**src/rtl/left_shift_sequencer_if.sv**
```systemverilog
// Handshake and data bundle for left_shift_sequencer: start/in/amount/mode in,
// out/busy/done/ovf back. The shifter takes the slave modport.
interface left_shift_sequencer_if #(
    parameter int width = 16
);
    localparam int SW = $clog2(width) + 1;

    logic             start;
    logic [width-1:0] in;
    logic [SW-1:0]    amount;
    logic             mode;
    logic [width-1:0] out;
    logic             busy;
    logic             done;
    logic             ovf;

    modport master (
        output start, in, amount, mode,
        input  out, busy, done, ovf
    );

    modport slave (
        input  start, in, amount, mode,
        output out, busy, done, ovf
    );
endinterface

```
**src/rtl/left_shift_sequencer.sv**
```systemverilog
// Multi-cycle left shifter: one bit position per clock, logical (zero fill) or rotate.
// Define LSHIFT_OVF_EN to build the sticky overflow flag; otherwise ovf is tied low.
module left_shift_sequencer #(
    parameter int width = 16
) (
    input  logic                 clk,
    input  logic                 rst_n,
    left_shift_sequencer_if.slave bus
);
    localparam int SW = $clog2(width) + 1;

    typedef enum logic [1:0] {
        IDLE,
        SHIFT,
        DONE
    } state_e;

    state_e           state_q, state_d;
    logic [width-1:0] out_q, out_d;
    logic [SW-1:0]    cnt_q, cnt_d;
    logic             mode_q, mode_d;
    logic [SW-1:0]    amt_clamped;
    logic             accept;

    // start is only honoured between operations; SHIFT ignores it entirely
    assign accept      = bus.start && (state_q != SHIFT);
    assign amt_clamped = (bus.amount > SW'(width)) ? SW'(width) : bus.amount;

    always_comb begin
        state_d = state_q;
        out_d   = out_q;
        cnt_d   = cnt_q;
        mode_d  = mode_q;
        case (state_q)
            SHIFT: begin
                out_d = {out_q[width-2:0], mode_q & out_q[width-1]};
                cnt_d = cnt_q - SW'(1);
                if (cnt_q == SW'(1)) begin
                    state_d = DONE;
                end
            end
            default: begin
                state_d = IDLE;
                if (accept) begin
                    out_d   = bus.in;
                    mode_d  = bus.mode;
                    cnt_d   = amt_clamped;
                    state_d = (amt_clamped != '0) ? SHIFT : DONE;
                end
            end
        endcase
    end

    always_ff @(posedge clk) begin
        if (!rst_n) begin
            state_q <= IDLE;
            out_q   <= '0;
            cnt_q   <= '0;
            mode_q  <= 1'b0;
        end else begin
            state_q <= state_d;
            out_q   <= out_d;
            cnt_q   <= cnt_d;
            mode_q  <= mode_d;
        end
    end

`ifdef LSHIFT_OVF_EN
    logic ovf_q, ovf_d;

    // sticky: any logical-mode shift that drops a 1 off the MSB sets it until the next accept
    always_comb begin
        ovf_d = ovf_q;
        if (accept) begin
            ovf_d = 1'b0;
        end else if ((state_q == SHIFT) && !mode_q && out_q[width-1]) begin
            ovf_d = 1'b1;
        end
    end

    always_ff @(posedge clk) begin
        if (!rst_n) begin
            ovf_q <= 1'b0;
        end else begin
            ovf_q <= ovf_d;
        end
    end

    assign bus.ovf = ovf_q;
`else
    assign bus.ovf = 1'b0;
`endif

    assign bus.out  = out_q;
    assign bus.busy = (state_q == SHIFT);
    assign bus.done = (state_q == DONE);
endmodule

```
**src/flat_wrapper.sv**
```systemverilog
// flat-port wrapper written by rule: the top's interface ports become plain ports
module left_shift_sequencer_flat 
#(
    parameter int width = 16
)
  (clk, rst_n, bus_start, bus_in, bus_amount, bus_mode, bus_out, bus_busy, bus_done, bus_ovf);
  left_shift_sequencer_if #(.width(width)) bus_i ();
  input  logic clk;
  input  logic rst_n;
  input wire logic [$bits(bus_i.start)-1:0] bus_start;
  input wire logic [$bits(bus_i.in)-1:0] bus_in;
  input wire logic [$bits(bus_i.amount)-1:0] bus_amount;
  input wire logic [$bits(bus_i.mode)-1:0] bus_mode;
  output wire logic [$bits(bus_i.out)-1:0] bus_out;
  output wire logic [$bits(bus_i.busy)-1:0] bus_busy;
  output wire logic [$bits(bus_i.done)-1:0] bus_done;
  output wire logic [$bits(bus_i.ovf)-1:0] bus_ovf;
  assign bus_i.start = bus_start;
  assign bus_i.in = bus_in;
  assign bus_i.amount = bus_amount;
  assign bus_i.mode = bus_mode;
  assign bus_out = bus_i.out;
  assign bus_busy = bus_i.busy;
  assign bus_done = bus_i.done;
  assign bus_ovf = bus_i.ovf;
  left_shift_sequencer #(.width(width)) u_core (.clk(clk), .rst_n(rst_n), .bus(bus_i));
endmodule
```
**config.mk**
```make
export PLATFORM = sky130hd
export DESIGN_NAME = left_shift_sequencer_flat
export DESIGN_NICKNAME = d
export VERILOG_FILES = /design/src/rtl/left_shift_sequencer_if.sv /design/src/rtl/left_shift_sequencer.sv /design/src/flat_wrapper.sv
export SDC_FILE = /design/constraint.sdc
export NUM_CORES = 1
export LEC_CHECK = 0
export ABC_AREA = 1
export CAP_MARGIN = 20
export CORE_ASPECT_RATIO = 2
export CORE_MARGIN = 2
export CORE_UTILIZATION = 35
export CTS_CLUSTER_DIAMETER = 80
export DETAILED_ROUTE_END_ITERATION = 7
export PLACE_DENSITY = 0.76
export SLEW_MARGIN = 10
export SYNTH_ARGS = -nofsm -noshare
export SYNTH_HDL_FRONTEND = slang
export SYNTH_SLANG_ARGS = --single-unit
```
**constraint.sdc**
```tcl
create_clock -name clk -period 3.2 [get_ports clk]
set_clock_uncertainty 0.15 [all_clocks]
set_input_delay 0.64 -clock clk [delete_from_list [all_inputs] [get_ports clk]]
set_output_delay 0.64 -clock clk [all_outputs]
set_load 0.02 [all_outputs]
```
# Yosys cells after proc, flatten, opt, wreduce, memory -nomap -nowiden

Index checks and enable logic that the tools add are counted.

Register bits after elaboration: 24

Reductions and logical operators: 4
Equal/unequal tests: 5
Muxes and demuxes: 9
$add $sub $neg: 1
Bitwise logic cells: 2
Order comparisons: 1

Operators by type and width:

| kind                                                                    | count |
|---|---|
| 16-bit two-way mux                                                      | 2 |
| 5-bit two-way mux                                                       | 3 |
| 2-bit two-way mux                                                       | 4 |
| 5-bit by 1-bit == test with 1-bit output, second input constant         | 1 |
| 5-bit greater-than comparator, second input constant                    | 1 |
| 5-bit nonzero test                                                      | 1 |
| 5-bit by 1-bit subtractor with 5-bit output, second input constant      | 1 |
| 2-bit by 1-bit inequality test with 1-bit output, second input constant | 2 |
| 2-bit by 1-bit == test with 1-bit output, second input constant         | 1 |
| 2-bit == test, second input constant                                    | 1 |
| 2-bit AND reduction                                                     | 1 |
| 2-bit nonzero test                                                      | 1 |
| 1-bit AND                                                               | 1 |
| 1-bit logical AND                                                       | 1 |
| 1-bit NOT                                                               | 1 |

# Logic depth before layout (Yosys ltp)

Gate-level depths: netlist of run 1.

Word-level depth: 6
Mapped depth: 9
Depth with buffers taken out: 9

# Worst setup path after synthesis of run 1

Ideal clock, no wire load.

Path kind: register -> output
Start: register u_core.state_q[1]
End: output bus_done
Stages on the path, launching flop included: 3
Data required time: 2.410 ns
Path buffers: 0
Arrival: 0.768 ns
Setup slack: 1.642 ns
Path through: dfxtp_1 inv_1 nor2_1

Word-level cells in the longest chain between the ends: 1

RTL lines:

| item                   | line                       | RTL |
|---|---|---|
| from (decl)            | left_shift_sequencer.sv:18 | `state_e state_q, state_d;` |
| from (signal assigned) | left_shift_sequencer.sv:61 | `state_q <= state_d;` |
| 2-bit == test          | left_shift_sequencer.sv:96 | `assign bus.done = (state_q == DONE);` |
| to (decl)              | flat_wrapper.sv:16         | `output wire logic [$bits(bus_i.done)-1:0] bus_done;` |

No other way between the ends.

# Worst setup path after layout of run 1

Start: register u_core.state_q[0]
End: output bus_busy

Word-level cells in the longest chain between the ends: 1

RTL lines:

| item                                     | line                       | RTL |
|---|---|---|
| 2-bit by 1-bit == test with 1-bit output | left_shift_sequencer.sv:95 | `assign bus.busy = (state_q == SHIFT);` |
| to (decl)                                | flat_wrapper.sv:15         | `output wire logic [$bits(bus_i.busy)-1:0] bus_busy;` |

No other way between the ends.

==> results of run 1 <==
-- worst paths after layout --
check	endpoint	startpoint	cells past startpoint
setup / recovery	bus_busy	u_core.state_q[0]	3
hold / removal	u_core.mode_q	u_core.mode_q	2
setup reg to reg	u_core.bus.out[12]	u_core.state_q[0]	7
hold reg to reg	u_core.mode_q	u_core.mode_q	2
-- final cells by class --
cell class / count / area [sq um]
Inverter: 30 / 115.1
Multi-Input combinational cell: 138 / 630.6
Clock buffer: 4 / 55.05
Tap cell: 49 / 61.31
Fill cell: 380 / 1798
Timing Repair Buffer: 43 / 427.9
Sequential cell: 24 / 480.5
-- cells in the final DEF, fill, tap and decap left out --
cell,netlist,final
a21oi_1,6,6
buf_4,2,1
clkbuf_8,0,4
clkdlybuf4s50_1,0,42
conb_1,1,1
dfxtp_1,24,24
ha_1,2,2
inv_1,28,28
inv_2,1,1
inv_4,1,1
nand2_1,79,79
nand2_2,1,1
nand3_1,27,27
nand4_1,1,1
nor2_1,11,11
nor2_4,1,1
nor2_8,2,2
nor3_1,2,2
o21ai_0,5,5
-- per-stage QoR --
step	hold slack, ns	area, sq um	utilization
5_1_grt	0.4350	1770	0.4961
4_1_cts	0.3817	1770	0.4961
3_3_place_gp	0.3562	1715	0.4807
2_1_floorplan	0.3242	1282	-
3_5_place_dp	0.3612	1715	0.4807
6_report	0.3722	1770	0.4961
-- power by group --
part | switching (W) | internal, W
clock | 0.0000918 | 0.000110
combinational | 0.000107 | 0.0000906
sequential | 0.0000195 | 0.000322
total | 0.000218 | 0.000522
-- per-layer routing --
layer / vias to the layer above / global-route usage / routed length, microns
li1: 684 / - / -
met1: 580 / 0.1743 / 1145
met2: 29 / 0.2927 / 1629
met3: 6 / 0.01800 / 90
met4: 0 / 0.07323 / 92
met5: - / 0 / 0
-- state kept, by name, indices dropped and copies added (netlist names) --
signal and cells:
u_core.bus.out 16, u_core.state_q 2, u_core.mode_q 1, u_core.cnt_q 5
-- cells by family after synthesis --
logic type / share of synthesized area
flops: 0.3746
fa+ha+maj: 0.01951
buf+inv: 0.1336
other cells: 0.002924
compound gates: 0.04292
simple gates: 0.4263
-- worst register-to-register path, cell delays in order (launching register included) --
cell     delay, ns
dfxtp_1       0.37
inv_2         0.07
nor2_8        0.35
nor2_4        0.17
nand2_1       0.09
nand3_1       0.08
nand2_1       0.06
inv_1         0.04
==> summary.md, run 1 <==
| Metric | Value |
|---|---|
| Status | `complete, no violations` |
| TNS Setup | `0 ns` |
| I/O pin count | `44` |
| PnR worst setup slack | `0.6673 ns` |
| Seq/Total Area, Yosys | `0.3746` |
| Share of cells above drive strength 1 | `0.04603` |
| Routability cong. | `0.7951` |
| Cell area after synthesis | `1282 sq um` |
| Die width | `46.81 microns` |
| Tcrit/Tclk final | `0.7915` |
| CP Class | `flip-flop to output pin` |
| Layout area overhead | `38.05%` |
| Number of global-route vias before repair | `1237` |
| NumNets Final | `267` |
| Post-synth EDFFs | `0` |
| Starting Density | `0.3594` |
| CP Buf/Inv Count | `2` |
| Req. time, crit path | `2.41 ns` |
| DIE AREA | `4194 sq um` |
| Maximum clock rate | `394.8 MHz` |
| Routed WL per cell | `10.27 microns` |
| CP peak stage delay | `0.69 ns` |
| Worst Path Max Fanout | `28` |
| Largest area contributor in the netlist | `dfxtp_1` |
| Most frequent cell after synthesis | `nand2_1` |
| Antenna fix cells | `0` |
| CP Data Arrival Time | `1.74 ns` |
| Worst VDD drop | `0.2897 mV` |
| Power density cells | `418.3 nW/um^2` |
| Length of the first detailed-routing pass in iterations | `4` |
| CP max-delay cell | `clkdlybuf4s50_1` |
| Worst slack, placed | `0.9476 ns` |
| Placed insts | `284` |
| Num CTS Buffers | `3` |
| RSZ-0062 raised after global routing | `no` |
| H-tree levels | `1` |
| Drt initial violations | `20` |
| # DRC | `0` |
| Max clock buf depth | `2` |
| DP HPWL | `2256 microns` |
| Final setup violation count | `0` |
| Clk root buf | `clkbuf_8` |
| Post-CTS Resized | `0` |
| First-pass GRT wire length | `5043 microns` |
| Async SR Flop Fraction | `0` |
| Total power | `0.0007406 W` |
| Via count | `1299` |
| Critical Path Start Type | `flip-flop` |
| # hold bufs at CTS | `0` |
| CP endpoint kind | `output pin` |
| Top cells by count, synth | `nand2_1 (79), inv_1 (28), nand3_1 (27), dfxtp_1 (24), nor2_1 (11)` |
| Prevailing post-synth register cell | `dfxtp_1` |
| Setup bufs post-CTS | `0` |
| Final hold vios | `0` |
| Area contributors post-synth | `dfxtp_1 (37%), nand2_1 (23%), nand3_1 (11%)` |
| Remaining Overflow, GRT | `0` |
| Crit path time final | `2.533 ns` |
| YS warnings | `0` |
| Routed Antenna Nets | `0` |
| Mean Syn Cell Area | `6.445 sq um` |
| CTS tree | `yes` |
| Synth Register Bits | `24` |
| MaxCap Viol Count | `0` |
| Sink Count | `24` |
| Row Count | `31` |
| Post-Synthesis Cells | `199` |
| Worst R2R Setup Slack | `1.73 ns` |
| CORE AREA | `3568 sq um` |
| Post-synth top area share | `0.3746` |
| Clk slew on worst S/H paths | `0.08 ns` |
| Final cell count without fillers | `288` |
| Top Family by Delay on Critical Path | `buffers and inverters` |
| Die height | `89.61 microns` |
| Final Max Tran Viols | `0` |
| All-layer global routing usage | `0.1606` |
| Critical-path cell list | `inv_2, nor2_8, clkdlybuf4s50_1` |
| Clk_lat worst skew | `0.26 ns` |
| Net Count, Synth | `226` |
| Routed WL | `2957 microns` |
| Drt via density | `4.510` |
| Largest net degree at the start of global routing | `29` |
| Number of port buffers | `42` |
| Leak | `0.8643 nW` |
| Hold Path Class | `flip-flop to flip-flop` |
| Library cells used by synthesis | `20` |
| Antenna violations before repair | `0` |
Note: power is estimated with default switching activity, not from simulation.
==> run 2: changes to the inputs <==
Settings changed: PLACE_DENSITY 0.76 to 0.79.
Clock period 3.2 ns to 2.3 ns, I/O delays scaled along.
==> run 2 against run 1 <==
Net effect: final cell count increased by 0.35%; worst setup slack got worse by 0.44 ns; utilization increased by 0.21 points; die area unchanged; sequential power increased by 39%; wire length increased by 8.4%; sequential share of layout area decreased by 0.11 points; register-to-register slack got worse by 1.0 ns; highest routed layer unchanged.
==> summary.md, run 2 (synthesis results as in run 1) <==
| Metric | Value |
|---|---|
| Row Count | `31 (unchanged)` |
| Maximum clock rate | `482.3 MHz` |
| Switching Share | `0.3027 (+0.008065)` |
| Power density cells | `587.8 nW/um^2 (+41%)` |
| DIE AREA | `4194 sq um (unchanged)` |
| Largest net degree at the start of global routing | `28 (-3.4%)` |
| Number of global-route vias before repair | `1347 (+8.9%)` |
| Tcrit/Tclk final | `0.9014` |
| Drt initial violations | `29 (+45%)` |
| Crit path time final | `2.073 ns` |
| Most frequent cells in the layout | `nand2_1 (79), clkdlybuf4s50_1 (42), inv_1 (28)` |
| Number of port buffers | `42 (unchanged)` |
| Status | `complete, no violations` |
| RR Startpoint | `u_core.state_q[1]` |
| Num CTS Buffers | `3 (unchanged)` |
| Length of the first detailed-routing pass in iterations | `4 (unchanged)` |
| Starting Density | `0.3594 (unchanged)` |
| MaxCap Viol Count | `0 (unchanged)` |
| Switch Pwr | `0.0003164 W (+45%)` |
| # DRC | `0 (unchanged)` |
| Drt via density | `4.619 (+2.4%)` |
| Post-CTS Resized | `0 (unchanged)` |
| Commonest non-fill, non-tap cell in the layout | `nand2_1` |
| RR Endpoint | `u_core.bus.out[8]` |
| Pint | `0.0007287 W (+39%)` |
| Critical Path Start Type | `flip-flop` |
| Worst R2R Path Depth | `7 (unchanged)` |
| Largest register FFs | `16 (unchanged)` |
| Final setup violation count | `0 (unchanged)` |
| NumNets Final | `268 (+0.37%)` |
| Placed insts | `285 (+0.35%)` |
| Reg power frac | `0.456 (-0.005)` |
| All-layer global routing usage | `0.1696 (+0.009067)` |
| Die height | `89.61 microns (unchanged)` |
| Routed WL | `3204 microns (+8.4%)` |
| End of the critical path | `bus_done` |
| Final Max Tran Viols | `0 (unchanged)` |
| DP HPWL | `2393 microns (+6.0%)` |
| Logic pwr share | `0.269 (+0.002)` |
| Routed WL per cell | `11.09 microns (+8.0%)` |
| RSZ-0062 raised after global routing | `no` |
| Clock share of power | `0.275 (+0.003)` |
| Antenna violations before repair | `0 (unchanged)` |
| Antenna fix cells | `0 (unchanged)` |
| Seq. cell area | `480.5 sq um (unchanged)` |
| Die width | `46.81 microns (unchanged)` |
| Share of cells above drive strength 1 | `0.05000 (+0.003975)` |
| Leak | `0.8694 nW (+0.59%)` |
| CP Class | `flip-flop to output pin` |
| Via count | `1335 (+2.8%)` |
| Routed Antenna Nets | `0 (unchanged)` |
| Clk slew on worst S/H paths | `0.08 ns (about the same)` |
| Clk root buf | `clkbuf_8` |
| First-pass GRT wire length | `5306 microns (+5.2%)` |
| I/O pin count | `44 (unchanged)` |
| Setup bufs post-CTS | `0 (unchanged)` |
| Hold WS | `0.4132 ns (+0.04098 ns)` |
| Remaining Overflow, GRT | `0 (unchanged)` |
| Final hold vios | `0 (unchanged)` |
| Design area | `1778 sq um (+0.42%)` |
| Req. time, crit path | `1.69 ns (-0.72 ns)` |
| Multi-input logic area | `630.6 sq um (unchanged)` |
| Clk_lat worst skew | `0.27 ns (about the same)` |
| CORE AREA | `3568 sq um (unchanged)` |
| CTS tree | `yes` |
| Final cell count without fillers | `289 (+0.35%)` |
| Worst Setup SP | `u_core.state_q[1]` |
| Hold Path Class | `flip-flop to flip-flop` |
| Post-place instance area | `1723 sq um (+0.44%)` |
| TNS Setup | `0 ns (unchanged)` |
| CP Data Arrival Time | `1.46 ns (-0.28 ns)` |
| Worst VDD drop | `0.4981 mV (+72%)` |
| H-tree levels | `1 (unchanged)` |
| CP endpoint kind | `output pin` |
| Max clock buf depth | `2 (unchanged)` |
| Worst R2R Setup Slack | `0.71 ns (-1.02 ns)` |
| FILL cells | `385 (+1.3%)` |
| Layout area overhead | `38.63%` |
| Worst Path Max Fanout | `2 (-93%)` |
| Routability cong. | `0.8764 (+10%)` |
| # hold bufs at CTS | `0 (unchanged)` |
| Sink Count | `24 (unchanged)` |
| Hold Crit Depth | `4 (+2)` |
run 2: cell types whose count changed in the layout (fill, tap and decap cells not counted), sizes merged:
cell,change
buf,+1
run 2: stage by stage:
step | util | worst slack (ns) | total power [W]
floorplan | - | 0.9224 | 0.0006551
global placement | 0.4828 | 0.4087 | 0.0007616
detailed placement | 0.4828 | 0.3701 | 0.0007658
CTS | 0.4982 | 0.2038 | 0.001052
global route | 0.4982 | 0.1202 | 0.001103
finish | 0.4982 | 0.2267 | 0.001045
run 2: worst min path at each step:
stage / from / end / slack, ns
finish: u_core.bus.out[10] / u_core.bus.out[10] / 0.41
global route: u_core.bus.out[11] / u_core.bus.out[11] / 0.46
CTS: u_core.bus.out[10] / u_core.bus.out[10] / 0.42
detailed placement: u_core.mode_q / u_core.mode_q / 0.37
global placement: u_core.mode_q / u_core.mode_q / 0.36
floorplan: u_core.mode_q / u_core.mode_q / 0.32
run 2: worst max-delay path: stages (launching register included):
cell and delay (ns):
dfxtp_1 0.43, inv_1 0.08, nor2_1 0.09, clkdlybuf4s50_1 0.61
run 2: power by group through the flow:
stage                     registers, W  logic, W  clock network [W]
final                         0.000476  0.000281           0.000288
after floorplan               0.000503  0.000152                  0
after CTS                     0.000476  0.000283           0.000293
after global routing          0.000481  0.000316           0.000306
after detailed placement      0.000485  0.000280                  0
after global placement        0.000486  0.000276                  0
run 2: area by class of cell:
cell class              count  area share
multi-input cells         138      0.3547
flip-flops and latches     24      0.2702
repair buffers             44      0.2449
inverters                  30     0.06474
well taps                  49     0.03448
clock buffers               4     0.03096
run 2: per-layer routing:
layer	up-vias	track usage	wire length, microns
met3	8	0.02600	112
met5	-	0	0
li1	685	-	-
met2	34	0.3188	1822
met1	608	0.1673	1166
met4	0	0.08333	104
